## config.mk

```make
export PLATFORM = sky130hd
export DESIGN_NAME = counter_up_sched_flat
export DESIGN_NICKNAME = d
export VERILOG_FILES = /design/src/rtl/counter_up_sched_if.sv /design/src/rtl/counter_up_sched.sv /design/src/flat_wrapper.sv
export SDC_FILE = /design/constraint.sdc
export NUM_CORES = 1
export LEC_CHECK = 0
export ABC_AREA = 1
export CAP_MARGIN = 20
export CORE_UTILIZATION = 25
export DETAILED_ROUTE_END_ITERATION = 6
export GPL_TIMING_DRIVEN = 0
export SYNTH_ARGS = -nofsm -noshare
export SYNTH_HDL_FRONTEND = slang
export SYNTH_SLANG_ARGS = --single-unit
```

## constraint.sdc

```tcl
create_clock -name clk -period 3.66 [get_ports clk]
set_input_delay 0.366 -clock clk [delete_from_list [all_inputs] [get_ports clk]]
set_output_delay 0.366 -clock clk [all_outputs]
set_load 0.02 [all_outputs]
```

## src/rtl/counter_up_sched_if.sv

```systemverilog
// Request/grant bundle between two requesters and the shared counter scheduler.
// Handshake: req is a level valid per requester. The matching gnt bit is the accept:
// from the cycle gnt rises until the cycle after the done pulse, req/tgt are don't-care.
interface counter_up_sched_if;
  logic [1:0] req;
  logic [1:0] tgt0;
  logic [1:0] tgt1;
  logic [1:0] gnt;
  logic       cnt_en;
  logic [1:0] count;
  logic       busy;
  logic [1:0] done;

  modport master (output req, tgt0, tgt1, input gnt, cnt_en, count, busy, done);
  modport slave  (input req, tgt0, tgt1, output gnt, cnt_en, count, busy, done);
endinterface

```

## src/rtl/counter_up_sched.sv

```systemverilog
// Round-robin scheduler that grants one of two requesters a burst of 1..4 increments
// of a shared 2-bit counter, spacing the strobes GAP idle cycles apart.
module counter_up_sched #(
  parameter int GAP = 1
) (
  input  logic               clk,
  input  logic               rst,
  counter_up_sched_if.slave  bus,
  output logic [1:0]         o_state
);
  // o_state encoding is a debug contract: IDLE reads as 0.
  localparam logic [1:0] IDLE = 2'd0;
  localparam logic [1:0] RUN  = 2'd1;
  localparam logic [1:0] WAIT = 2'd2;
  localparam logic [1:0] DONE = 2'd3;
  localparam logic [2:0] GAP_M1 = (GAP > 0) ? 3'(GAP - 1) : 3'd0;

  logic [1:0] r_state;
  logic [1:0] r_gnt;
  logic       r_cnt_en;
  logic [1:0] r_count;
  logic       r_busy;
  logic [1:0] r_done;
  logic [2:0] r_rem;
  logic [2:0] r_gap;
  logic       r_last;
  logic [1:0] w_state_nxt;
  logic       w_sel1;
  logic [1:0] w_tgt_sel;

  // r_last is the requester served last; on a tie the other one wins.
  always_comb begin
    w_sel1      = bus.req[1] & (~bus.req[0] | ~r_last);
    w_tgt_sel   = w_sel1 ? bus.tgt1 : bus.tgt0;
    w_state_nxt = r_state;
    case (r_state)
      IDLE: if (bus.req != 2'b00) w_state_nxt = RUN;
      RUN: begin
        if (r_rem == 3'd1)  w_state_nxt = DONE;
        else if (GAP == 0)  w_state_nxt = RUN;
        else                w_state_nxt = WAIT;
      end
      WAIT: if (r_gap == 3'd0) w_state_nxt = RUN;
      default: w_state_nxt = IDLE;
    endcase
  end

  // Outputs are registered from the next state so they line up with r_state.
  always_ff @(posedge clk or posedge rst) begin
    if (rst) begin
      r_state  <= IDLE;
      r_gnt    <= 2'b00;
      r_cnt_en <= 1'b0;
      r_count  <= 2'd0;
      r_busy   <= 1'b0;
      r_done   <= 2'b00;
      r_rem    <= 3'd0;
      r_gap    <= 3'd0;
      r_last   <= 1'b1;
    end else begin
      r_state  <= w_state_nxt;
      r_cnt_en <= (w_state_nxt == RUN);
      r_busy   <= (w_state_nxt != IDLE);
      r_done   <= (w_state_nxt == DONE) ? r_gnt : 2'b00;
      if (r_cnt_en) r_count <= r_count + 2'd1;
      case (r_state)
        IDLE: begin
          if (w_state_nxt == RUN) begin
            r_gnt <= w_sel1 ? 2'b10 : 2'b01;
            r_rem <= {1'b0, w_tgt_sel} + 3'd1;
          end
        end
        RUN: begin
          r_rem <= r_rem - 3'd1;
          r_gap <= GAP_M1;
        end
        WAIT: if (r_gap != 3'd0) r_gap <= r_gap - 3'd1;
        default: begin
          r_gnt  <= 2'b00;
          r_last <= r_gnt[1];
        end
      endcase
    end
  end

  assign bus.gnt    = r_gnt;
  assign bus.cnt_en = r_cnt_en;
  assign bus.count  = r_count;
  assign bus.busy   = r_busy;
  assign bus.done   = r_done;
  assign o_state    = r_state;
endmodule

```

## src/flat_wrapper.sv

```systemverilog
// flat-port wrapper written by rule: the top's interface ports become plain ports
module counter_up_sched_flat 
#(
  parameter int GAP = 1
)
  (clk, rst, o_state, bus_req, bus_tgt0, bus_tgt1, bus_gnt, bus_cnt_en, bus_count, bus_busy, bus_done);
  counter_up_sched_if bus_i ();
  input  logic clk;
  input  logic rst;
  output logic [1:0] o_state;
  input wire logic [$bits(bus_i.req)-1:0] bus_req;
  input wire logic [$bits(bus_i.tgt0)-1:0] bus_tgt0;
  input wire logic [$bits(bus_i.tgt1)-1:0] bus_tgt1;
  output wire logic [$bits(bus_i.gnt)-1:0] bus_gnt;
  output wire logic [$bits(bus_i.cnt_en)-1:0] bus_cnt_en;
  output wire logic [$bits(bus_i.count)-1:0] bus_count;
  output wire logic [$bits(bus_i.busy)-1:0] bus_busy;
  output wire logic [$bits(bus_i.done)-1:0] bus_done;
  assign bus_i.req = bus_req;
  assign bus_i.tgt0 = bus_tgt0;
  assign bus_i.tgt1 = bus_tgt1;
  assign bus_gnt = bus_i.gnt;
  assign bus_cnt_en = bus_i.cnt_en;
  assign bus_count = bus_i.count;
  assign bus_busy = bus_i.busy;
  assign bus_done = bus_i.done;
  counter_up_sched #(.GAP(GAP)) u_core (.clk(clk), .rst(rst), .bus(bus_i), .o_state(o_state));
endmodule
```

# After elaboration in Yosys (flattened, before gate mapping)
# Cells that the tools add are included.
[totals]
register_bits = 17
out_inout_bits = 10
[op_classes]
addsub = 4
eq_ne = 7
n_mux = 13
bitwise_logic = 5
reduce_logical = 12
[op_table]
columns = ["cell", "n"]
rows = [
  ["2-bit two-way mux", 6],
  ["3-bit case mux with 2 select lines", 2],
  ["2-bit nonzero test", 4],
  ["3-bit two-way mux", 2],
  ["2-bit case mux with 3 select lines", 1],
  ["2-bit AND reduction", 3],
  ["3-bit by 1-bit subtractor with 3-bit output, second input constant", 2],
  ["2-bit by 1-bit equality test with 1-bit output, second input constant", 2],
  ["2-bit equality test, second input constant", 2],
  ["2-bit by 1-bit inequality test with 1-bit output, second input constant", 2],
  ["2-bit case mux with 2 select lines", 1],
  ["2-bit by 1-bit adder with 3-bit output, second input constant", 1],
  ["3-bit by 1-bit equality test with 1-bit output, second input constant", 1],
  ["3-bit logical NOT", 1],
  ["1-bit NOT", 3],
  ["3-bit nonzero test", 1],
  ["3-bit OR reduction", 1],
  ["2-bit by 1-bit adder with 2-bit output, second input constant", 1],
  ["2-bit logical NOT", 1],
  ["2-bit OR reduction", 1],
  ["1-bit AND", 1],
  ["1-bit two-way mux", 1],
  ["1-bit bitwise OR", 1],
]

# Depth between registers and ports, before layout
# Gate-level depths: netlist of the first run.
[depth]
ltp_word = 7
ltp_mapped = 11

# Least setup slack after synthesis of the first run
# OpenSTA, ideal clock, no wires.
[synth_path]
kind = "reg-to-reg"
startpoint = "reg u_core.r_state[0] (netlist: u_core.o_state[0])"
endpoint = "reg u_core.r_gnt[0] (netlist: u_core.bus.gnt[0])"
setup_ps = 117
arrival_ps = 1484
required_ps = 3543
setup_slack_ps = 2059
stages_incl_launch_ff = 11
path_cell_list = "dfrtp_1 > inv_1 > ha_1 > nand2_4 > nor2_4 > nor2_4 > nand3_2 > nand2_4 > nand2_2 > nand2_1 > nand2_1"
[synth_between]
elab_chain_len = 5
word_cells_on_any_way = 12
[synth_lines]
columns = ["element", "line", "source"]
rows = [
  ["start, declared", "counter_up_sched.sv:18", "logic [1:0] r_state;"],
  ["start signal, assigned", "counter_up_sched.sv:61", "r_state <= w_state_nxt;"],
  ["2-bit equality test, or another cell as far along", "counter_up_sched.sv:36, counter_up_sched.sv:66", ""],
  ["2-bit case mux with 3 select lines", "counter_up_sched.sv:36", "case (r_state)"],
  ["2-bit by 1-bit equality test with 1-bit output", "counter_up_sched.sv:68", "if (w_state_nxt == RUN) begin"],
  ["2-bit by 1-bit inequality test with 1-bit output (no line)", "--", ""],
  ["2-bit AND reduction (no line)", "--", ""],
  ["end signal, assigned", "counter_up_sched.sv:69", "r_gnt <= w_sel1 ? 2'b10 : 2'b01;"],
  ["end, declared", "counter_up_sched.sv:19", "logic [1:0] r_gnt;"],
]
# Several ways; a longest one is shown, not always the timed one.
# A chain may end at the register's enable or synchronous reset.

# Worst setup path in the final report of the first run
[layout_path]
startpoint = "reg u_core.r_state[1] (netlist: u_core.o_state[1])"
endpoint = "out o_state[1]"
[layout_lines]
columns = ["element", "line", "source"]
rows = [
  ["end, declared", "flat_wrapper.sv:10", "output logic [1:0] o_state;"],
]
# No word-level cell between the ends.

==> out/results.ini, run 1 <==
[outcome]
status=finished, final reports clean

[logic_synthesis]
ys_types=20
syn_nets=131
ys.warnings.count=0
synthAdderAreaFrac_pct=12.7
synth_area_leaders=dfrtp_1 (41%), ha_1 (13%), nand2_1 (11%), inv_1 (6.1%), nand3_1 (4.6%)
synth-compound-area-share_pct=6.72
synth_edf_count=0
ys_seq_area_share_pct=43.2
yosys.area.top_type_share_pct=40.6
synth_ff_type=dfrtp_1
synth-xor-area-share_pct=2.66
syn-instance-count=113
synth_common_cells=nand2_1 (29), dfrtp_1 (16), inv_1 (16), ha_1 (10), nand3_1 (9)
async_reset_ff_share_pct=100
yosysTopAreaCell=dfrtp_1
yosysMostFrequentCell=nand2_1
yosys-mux-area-fraction_pct=0
synth_area_um2=987
avgSynthCellArea_um2=8.74
ys_seq_elements=17
yosys.area_share.simple_pct=27.9
synth_top_family_by_area=simple AND/OR/NAND/NOR gates

[place]
dp.final_hpwl_um=1400
io_buffers=17
placed_area_um2=1220
pre_cts_ws_ns=1.75
routabilityCongestion=0.686

[critical_path]
r2r-end=u_core.bus.gnt[1]
path_depth=1
crit_buf_inv=1
critPathKind=reg -> out
crit_path_end_kind=primary output
critPathMaxStageDelay_ns=0.65
crit_chain=clkdlybuf4s50_1
path_max_fanout=7
crit_arrival_ns=1.38
r2r_start=u_core.o_state[0]
cp-start-kind=flip-flop
cp_top_family=buffers and inverters
crit_required_ns=3.29
worst-r2r-setup-slack_ns=2.02
critical_path.slowest_cell=clkdlybuf4s50_1
r2r_cells=10

[floorplanning]
ioPinCount=18
die_x_um=64.8
dieArea_um2=4200
die_h_um=64.8
core_area_um2=3720
row_count=22
initial_core_util_pct=26.6

[route]
vias_per_cell=4.15
drt_pass1_iterations=6
routed_wl_um=1720
drc_errors=0
drtAntennaViolNets=0
num_vias=756
dr.first_iter.drc_count=26
post_drt_wl_per_cell_um=9.42

[min_path]
hold_end=u_core.bus.count[1]
whs_path_depth=1
hold_class=reg -> reg
min-delay-start=u_core.bus.count[1]

[cts]
clock_latency_ns=0.25
htreeDepth=1
hold_buffers=0
clk_pin_slew_ns=0.06
cts-root-buf=clkbuf_8
cts_tree=yes
cts_buffer_depth=2
numCtsBuffers=3
numClockSinks=17
postCtsSetupRepairBufs=0
cts-resized-gates=0

[sta]
fin_worst_skew_ns=0.00246
hold_violations=0
fmax_ghz=0.572
finalWorstSetupSlack_ns=1.91
setup_violations=0
drv_slew=0
worst-slew-pin-transition_ns=0.625
hold_slack_ns=0.479
rsz0062_at_grt=no
layout_min_cycle_time_ns=1.75
layout_worst_path_cycle_share_pct=47.8
max_slew_margin_pct=58.3
fin_tns_setup_ns=0

[cells_and_area]
fin_util_pct=34.0
nets=153
synthToLayoutAreaGrowth_pct=28.0
fin_area_um2=1260
num_antenna_cells=0
drive_above_1_share_pct=12.7

[global_route]
antenna_found_initial=0
grt_usage_pct=9.62
gr-total-overflow=0
grt_pass1_vias=709
grt_pass1_wl_um=3040
grt_max_degree=18

[power_and_ir_drop]
ir_drop_mv=0.180
cellLeakagePower_uw=0.000640
power.density_nw_per_um2=781

[run]
maxCapViolCount=0

==> state kept, by name, indices dropped and copies added, names as in the netlist <==
| name | cells |
|---|---|
| u_core.bus.count | 2 |
| u_core.r_last | 1 |
| u_core.r_rem | 3 |
| u_core.r_gap | 3 |
| u_core.o_state | 2 |
| u_core.bus.done | 2 |
| u_core.bus.cnt_en | 1 |
| u_core.bus.busy | 1 |
| u_core.bus.gnt | 2 |
==> cell usage in the layout, fill, tap and decap left out, drive strengths merged <==
cell type	n
a21boi	1
nand3	11
inv	18
o22ai	2
nand2	33
clkbuf	3
dfrtp	16
dfstp	1
xnor2	2
nand4	1
clkinv	1
xor2	1
nor2	10
o21ai	5
ha	10
clkdlybuf4s50	17
a21oi	2
==> worst max-delay path by stage <==
stage | startpoint | end | slack [ns]
floorplan | u_core.o_state[0] | u_core.bus.gnt[0] | 2.06
global placement | bus_req[1] | u_core.r_rem[1] | 1.76
detailed placement | bus_req[1] | u_core.r_rem[1] | 1.75
CTS | u_core.o_state[1] | o_state[1] | 1.89
global route | u_core.o_state[0] | u_core.r_rem[0] | 1.84
finish | u_core.o_state[1] | o_state[1] | 1.91
==> metrics by stage <==
stage	total power, µW	instances
global placement	845	178
CTS	1000	182
finish	987	182
global route	1080	182
floorplan	692	113
detailed placement	858	178
==> cell type report <==
type	count	area, µm²
Timing Repair Buffer	17	170
Clock inverter	1	5.00
Tap cell	48	60.1
Fill cell	391	2450
Sequential cell	17	427
Clock buffer	3	41.3
Multi-Input combinational cell	78	493
Inverter	18	67.6
==> kinds of logic after synthesis <==
group | Yosys count
AOI/OAI and AO/OA | 10
xor gates and xnor gates | 3
adders and majority gates | 10
buffers and inverters | 18
DFF | 17
and+or+nand+nor | 55
==> per-layer routing <==
metal / global-route usage [%] / up-vias / wire [µm]
met2: 15.2 / 17 / 778
met4: 5.83 / 0 / 46
met3: 2.64 / 5 / 76
met5: 0 / - / 0
met1: 11.5 / 339 / 813
li1: - / 395 / -
==> power by group <==
group,switching [µW],internal (µW)
Combinational,312,214
Sequential,60.7,262
Clock,63.4,75.6
No activity file was read; power rests on OpenSTA's default activity.
==> run 2: changes to the inputs <==
==> constraint.sdc (replaced) <==
create_clock -name clk -period 1.63 [get_ports clk]
set_input_delay 0.163 -clock clk [delete_from_list [all_inputs] [get_ports clk]]
set_output_delay 0.163 -clock clk [all_outputs]
set_load 0.02 [all_outputs]
==> run 2 against run 1 <==
Sequential share of layout area shrank 1.0 points. Cell area rose by 3.7%. Register-to-register slack got worse by 1.9 ns.
==> out/results.ini, run 2 (same netlist as run 1, synthesis figures left out) <==
[outcome]
status=finished, final reports clean

[critical_path]
critPathKind=reg -> out
crit_arrival_ns=1.39  ; about the same
cp-start-kind=flip-flop
crit_required_ns=1.47  ; -1.82 ns
worst-r2r-setup-slack_ns=0.12  ; -1.90 ns
r2r_cells=10  ; unchanged
path_max_fanout=5  ; -2
crit_path_end_kind=primary output

[route]
vias_per_cell=4.23  ; +2.0%
num_vias=775  ; +2.5%
routed_wl_um=1770  ; +3.3%
post_drt_wl_per_cell_um=9.68  ; +2.8%
drc_errors=0  ; unchanged
drt_pass1_iterations=4  ; -2
dr.first_iter.drc_count=36  ; +38%
drtAntennaViolNets=0  ; unchanged

[power_and_ir_drop]
power.density_nw_per_um2=1760  ; +130%
ir_drop_mv=0.415  ; +130%
power_uw=2310  ; +130%
cellLeakagePower_uw=0.000641  ; +0.15%

[cts]
cts-root-buf=clkbuf_8
numClockSinks=17  ; unchanged
cts_buffer_depth=2  ; unchanged
numCtsBuffers=3  ; unchanged
cts_tree=yes
hold_buffers=0  ; unchanged
htreeDepth=1  ; unchanged
clock_latency_ns=0.25  ; about the same
clk_pin_slew_ns=0.06  ; about the same

[sta]
layout_worst_path_cycle_share_pct=95.4
hold_slack_ns=0.294  ; -0.185 ns
drv_slew=0  ; unchanged
fin_worst_skew_ns=0.00203  ; -0.000429 ns
max_slew_margin_pct=58.0  ; -0.29 points
fmax_ghz=0.643
finalWorstSetupSlack_ns=0.0750  ; -1.84 ns
layout_min_cycle_time_ns=1.55
setup_violations=0  ; unchanged
hold_violations=0  ; unchanged
worst-slew-pin-transition_ns=0.630  ; +0.00435 ns

[min_path]
hold_class=in -> async

[global_route]
grt_max_degree=18  ; unchanged
gr-total-overflow=0  ; unchanged
grt_pass1_wl_um=3040  ; unchanged
grt_usage_pct=9.62  ; unchanged
antenna_found_initial=0  ; unchanged
grt_pass1_vias=709  ; unchanged

[floorplanning]
ioPinCount=18  ; unchanged
initial_core_util_pct=26.6  ; unchanged
die_h_um=64.8  ; unchanged
die_x_um=64.8  ; unchanged
dieArea_um2=4200  ; unchanged
row_count=22  ; unchanged
core_area_um2=3720  ; unchanged

[cells_and_area]
fin_util_pct=35.3  ; +1.2 points
drive_above_1_share_pct=19.3  ; +6.6 points
nets=154  ; +0.65%
layout_common_cells=nand2_1 (29), clkdlybuf4s50_1 (17), inv_1 (14), dfrtp_1 (14), nand3_1 (9)
final_cells=183  ; +0.55%
synthToLayoutAreaGrowth_pct=32.7
final_common_cell=nand2_1
num_antenna_cells=0  ; unchanged
fillers=391  ; unchanged
top_regs=u_core.r_gap: 3 flops, u_core.r_rem: 3 flops

[place]
dp.final_hpwl_um=1400  ; unchanged
io_buffers=17  ; unchanged
routabilityCongestion=0.686  ; unchanged
pre_cts_ws_ns=-0.0759  ; -1.83 ns
placed_cells=178  ; unchanged

[run]
maxCapViolCount=0  ; unchanged

-- run 2: changes by cell type in the layout (fill, tap and decap cells not counted) --
cell,delta
ha_1,-4
dfrtp_1,-2
dfrtp_2,+2
ha_2,+2
ha_4,+2
inv_1,-2
buf_6,+1
inv_2,+1
inv_4,+1
-- run 2: cell type report --
type / count / area (µm²) / share of cell area (%)
clock buffers: 3 / 41.3 / 3.15
clock inverters: 1 / 5.00 / 0.382
well taps: 48 / 60.1 / 4.58
repair buffers: 18 / 181 / 13.8
inverters: 18 / 70.1 / 5.35
multi-input cells: 78 / 523 / 39.9
flip-flops and latches: 17 / 429 / 32.8
-- run 2: timing repair --
action / CTS / global route
buffers inserted: 0 / 1
gates resized for setup: 1 / 11
pin swaps: 0 / 3
endpoints found under the setup margin: 5 / 7
-- run 2: layer usage --
metal	track usage, %	part of all wire [%]	vias to the layer above
li1	-	-	399
met3	2.64	4.9	5
met2	15.2	46	19
met5	0	0	-
met4	5.83	2.5	0
met1	11.5	47	352
-- run 2: worst max-delay path: stages (launching register included) --
cell and delay (ns):
dfrtp_2 0.42, buf_6 0.13, clkdlybuf4s50_1 0.59
-- run 2: through the flow --
step / instance area [µm²] / setup TNS [ns]
after floorplan: 987 / 0
after global placement: 1220 / -0.0745
after detailed placement: 1220 / -0.150
after CTS: 1260 / 0
after global routing: 1310 / -0.00637
final: 1310 / 0
-- run 2: report_power, final --
group          internal [µW]  switching (µW)  leakage [µW]  total, µW
clock                    170             143     0.0000255        312
combinational            526             733      0.000403       1260
sequential               592             147      0.000212        739
total                   1290            1020      0.000641       2310
-- run 2: final timing paths --
| path | startpoint | endpoint |
|---|---|---|
| setup / recovery | u_core.o_state[1] | o_state[1] |
| setup reg to reg | u_core.o_state[1] | u_core.bus.gnt[1] |
| min in group clk | u_core.bus.count[1] | u_core.bus.count[1] |
| hold / removal | rst | u_core.bus.busy |
| max in group asynchronous | rst | u_core.o_state[0] |
| hold reg to reg | u_core.bus.count[1] | u_core.bus.count[1] |
==> run 3: changes to the inputs <==
--- a/config.mk
+++ b/config.mk
@@ -5,7 +5,6 @@
 export SDC_FILE = /design/constraint.sdc
 export NUM_CORES = 1
 export LEC_CHECK = 0
-export ABC_AREA = 1
 export CAP_MARGIN = 20
 export CORE_UTILIZATION = 25
 export DETAILED_ROUTE_END_ITERATION = 6
==> constraint.sdc (replaced) <==
create_clock -name clk -period 1.25 [get_ports clk]
set_input_delay 0.125 -clock clk [delete_from_list [all_inputs] [get_ports clk]]
set_output_delay 0.125 -clock clk [all_outputs]
set_load 0.02 [all_outputs]
==> run 3 against run 2 <==
Critical endpoint is now u_core.bus.gnt[0]. Cell count down 2.7%. The run now ends with setup timing left. Clock power rose by 33%. Register-to-register slack got worse by 0.80 ns. Non-clock buffer count increased by 15.
==> out/results.ini, run 3 <==
[logic_synthesis]
yosysTopAreaCell=dfrtp_1
ys.warnings.count=0  ; unchanged
syn_nets=114  ; -13%
synth_area_leaders=dfrtp_1 (40%), ha_1 (12%), inv_1 (4.1%), mux2_2 (3.3%), dfstp_2 (2.6%)
synth_edf_count=0  ; unchanged
synth_area_um2=1010  ; +2.7%
synth_common_cells=dfrtp_1 (16), inv_1 (11), ha_1 (10), nand2_1 (7), a21oi_1 (4)
yosys.area.top_type_share_pct=39.5  ; -1.1 points
synth_ff_type=dfrtp_1
async_reset_ff_share_pct=100  ; unchanged
yosysMostFrequentCell=dfrtp_1
syn-instance-count=96  ; -15%
ys_types=40  ; +100%
avgSynthCellArea_um2=10.6  ; +21%
ys_seq_area_share_pct=42.1  ; -1.1 points
ys_seq_elements=17  ; unchanged

[sta]
hold_violations=0  ; unchanged
fin_worst_skew_ns=0.00223  ; +0.000203 ns
hold_slack_ns=0.274  ; -0.0207 ns
fmax_ghz=0.517
layout_min_cycle_time_ns=1.93
worst-slew-pin-transition_ns=0.661  ; +0.0313 ns
rsz0062_at_grt=yes
layout_worst_path_cycle_share_pct=155
finalWorstSetupSlack_ns=-0.684  ; -0.759 ns
max_slew_margin_pct=55.9  ; -2.1 points
drv_slew=0  ; unchanged
setup_violations=15  ; +15

[outcome]
status=finished with violations
violations=setup timing

[cts]
clock_latency_ns=0.25  ; about the same
hold_buffers=0  ; unchanged
numClockSinks=17  ; unchanged
htreeDepth=1  ; unchanged
cts_buffer_depth=2  ; unchanged
cts-root-buf=clkbuf_8
clk_pin_slew_ns=0.07  ; about the same
cts_tree=yes
numCtsBuffers=3  ; unchanged

[power_and_ir_drop]
internal-power_uw=2200  ; +71%
clockPowerShare_pct=11.0  ; -2.5 points
pwr-share-seq_pct=25.9  ; -6.1 points
power.density_nw_per_um2=2490  ; +41%
p_switching_uw=1580  ; +55%
pwr-share-comb_pct=63.1  ; +8.6 points
cellLeakagePower_uw=0.000687  ; +7.2%
power_uw=3780  ; +64%
ir_drop_mv=1.04  ; +150%
swShare_pct=41.8  ; -2.4 points

[route]
drt_pass1_iterations=4  ; unchanged
dr.first_iter.drc_count=19  ; -47%
routed_wl_um=2260  ; +27%
num_vias=814  ; +5.0%
drtAntennaViolNets=0  ; unchanged
drc_errors=0  ; unchanged
post_drt_wl_per_cell_um=12.7  ; +31%
vias_per_cell=4.57  ; +8.0%

[critical_path]
crit_path_end_kind=flip-flop
path_max_fanout=8  ; +3
crit_arrival_ns=2.12  ; +0.73 ns
cp-start-kind=flip-flop
critical_path.slowest_cell=dfrtp_2
crit_required_ns=1.44  ; -0.03 ns
critPathKind=reg -> reg
crit_chain=ha_4 -> nor4bb_4 -> a31oi_2 -> a21o_1 -> buf_6 -> or4b_1 -> nand3_1
critPathMaxStageDelay_ns=0.47  ; -0.12 ns

[global_route]
grt_pass1_wl_um=3780  ; +24%
gr-total-overflow=0  ; unchanged
grt_pass1_vias=801  ; +13%
grt_usage_pct=11.5  ; +1.8 points
antenna_found_initial=0  ; unchanged
grt_max_degree=18  ; unchanged

[place]
io_buffers=17  ; unchanged
pre_cts_ws_ns=-1.14  ; -1.06 ns
dp.final_hpwl_um=1470  ; +5.2%
placed_area_um2=1280  ; +5.0%
routabilityCongestion=0.799  ; +16%

[cells_and_area]
num_antenna_cells=0  ; unchanged
fillers=358  ; -8.4%
drive_above_1_share_pct=43.1  ; +24 points
nets=149  ; -3.2%
fin_util_pct=40.3  ; +5.1 points
fin_area_um2=1520  ; +16%
synthToLayoutAreaGrowth_pct=50.1
final_common_cell=dfrtp_1
layout_common_cells=dfrtp_1 (13), buf_4 (12), dlygate4sd2_1 (8), nand2_1 (7), clkdlybuf4s50_1 (7)
top_regs=u_core.r_gap: 3 flops, u_core.r_rem: 3 flops

[min_path]
hold_class=in -> async

[floorplanning]
initial_core_util_pct=26.9  ; +0.31 points
core_area_um2=3770  ; +1.5%
ioPinCount=18  ; unchanged
die_h_um=65.7  ; +1.3%
dieArea_um2=4310  ; +2.6%
die_x_um=65.7  ; +1.3%
row_count=22  ; unchanged

[run]
maxCapViolCount=0  ; unchanged

[run 3: changes by cell type in the layout (fill, tap and decap cells not counted), sizes merged, moves of 3 or more]
cell,delta
a31oi,+3
buf,+17
clkdlybuf4s50,-10
dlygate4sd2,+8
inv,-6
mux2,+3
nand2,-26
nand3,-9
nor2,-7
o21ai,-4
o31ai,+3
[run 3: critical path, delay by kind of cell, from the launching register on]
family / cells / cell delay (ns)
compound gates: 2 / 0.26
fa+ha+maj: 1 / 0.19
buf+inv: 1 / 0.14
flops: 1 / 0.47
simple gates: 3 / 0.81
[run 3: final timing paths]
path / from / to / slack [ns] / cells past startpoint
setup reg to reg: u_core.o_state[0] / u_core.bus.gnt[0] / -0.68 / 7
hold reg to reg: u_core.bus.count[1] / u_core.bus.count[1] / 0.47 / 1
max in group asynchronous: rst / u_core.o_state[1] / 0.51 / 2
hold / removal: rst / u_core.r_gap[1] / 0.27 / 2
min in group clk: u_core.bus.count[1] / u_core.bus.count[1] / 0.47 / 1
setup / recovery: u_core.o_state[0] / u_core.bus.gnt[0] / -0.68 / 7
[run 3: through the flow]
step	TNS, ns	std cells
finish	-4.75	178
global route	-5.75	178
CTS	-4.33	171
detailed placement	-5.70	161
global placement	-5.22	161
floorplan	-3.35	96
[run 3: area by class of cell]
class                           instances  area (µm²)  area share (%)
Multi-Input combinational cell         64         643            42.3
Clock buffer                            3        41.3            2.71
Inverter                               12        47.5            3.12
Timing Repair Buffer                   30         267            17.5
Buffer                                  3        27.5            1.81
Clock inverter                          1        5.00           0.329
Sequential cell                        17         430            28.3
Tap cell                               48        60.1            3.95
[run 3: metal layers]
metal  wire (µm)  vias to the layer above  GRT usage [%]
met2        1050                       21           18.2
met1        1090                      386           15.0
met5           0                        -              0
li1            -                      405              -
met3          79                        2           2.60
met4          27                        0           4.08
[run 3: power by group through the flow]
| stage | logic, µW | clock network, µW | registers (µW) |
|---|---|---|---|
| after global routing | 2610 | 454 | 1020 |
| after floorplan | 1150 | 0 | 1080 |
| after detailed placement | 1780 | 0 | 978 |
| final | 2390 | 415 | 980 |
| after global placement | 1730 | 0 | 971 |
| after CTS | 2120 | 435 | 967 |
[run 3: cell families (layout without fill, tap and decap cells)]
logic type / count (synthesis) / after routing / share of synthesized area (%)
buffers and inverters: 15 / 49 / 7.04
muxes: 3 / 3 / 3.33
DFF: 17 / 17 / 42.1
xor gates and xnor gates: 3 / 3 / 2.59
and+or+nand+nor: 26 / 26 / 15.8
adders and majority gates: 10 / 10 / 12.3
AOI/OAI and AO/OA: 22 / 22 / 16.8
[run 3: timing repair]
| item | CTS | global route |
|---|---|---|
| buffers inserted | 6 | 7 |
| gates cloned | 0 | 0 |
| pin swaps | 7 | 6 |
| gates resized for setup | 25 | 12 |
| setup endpoints to repair | 22 | 15 |
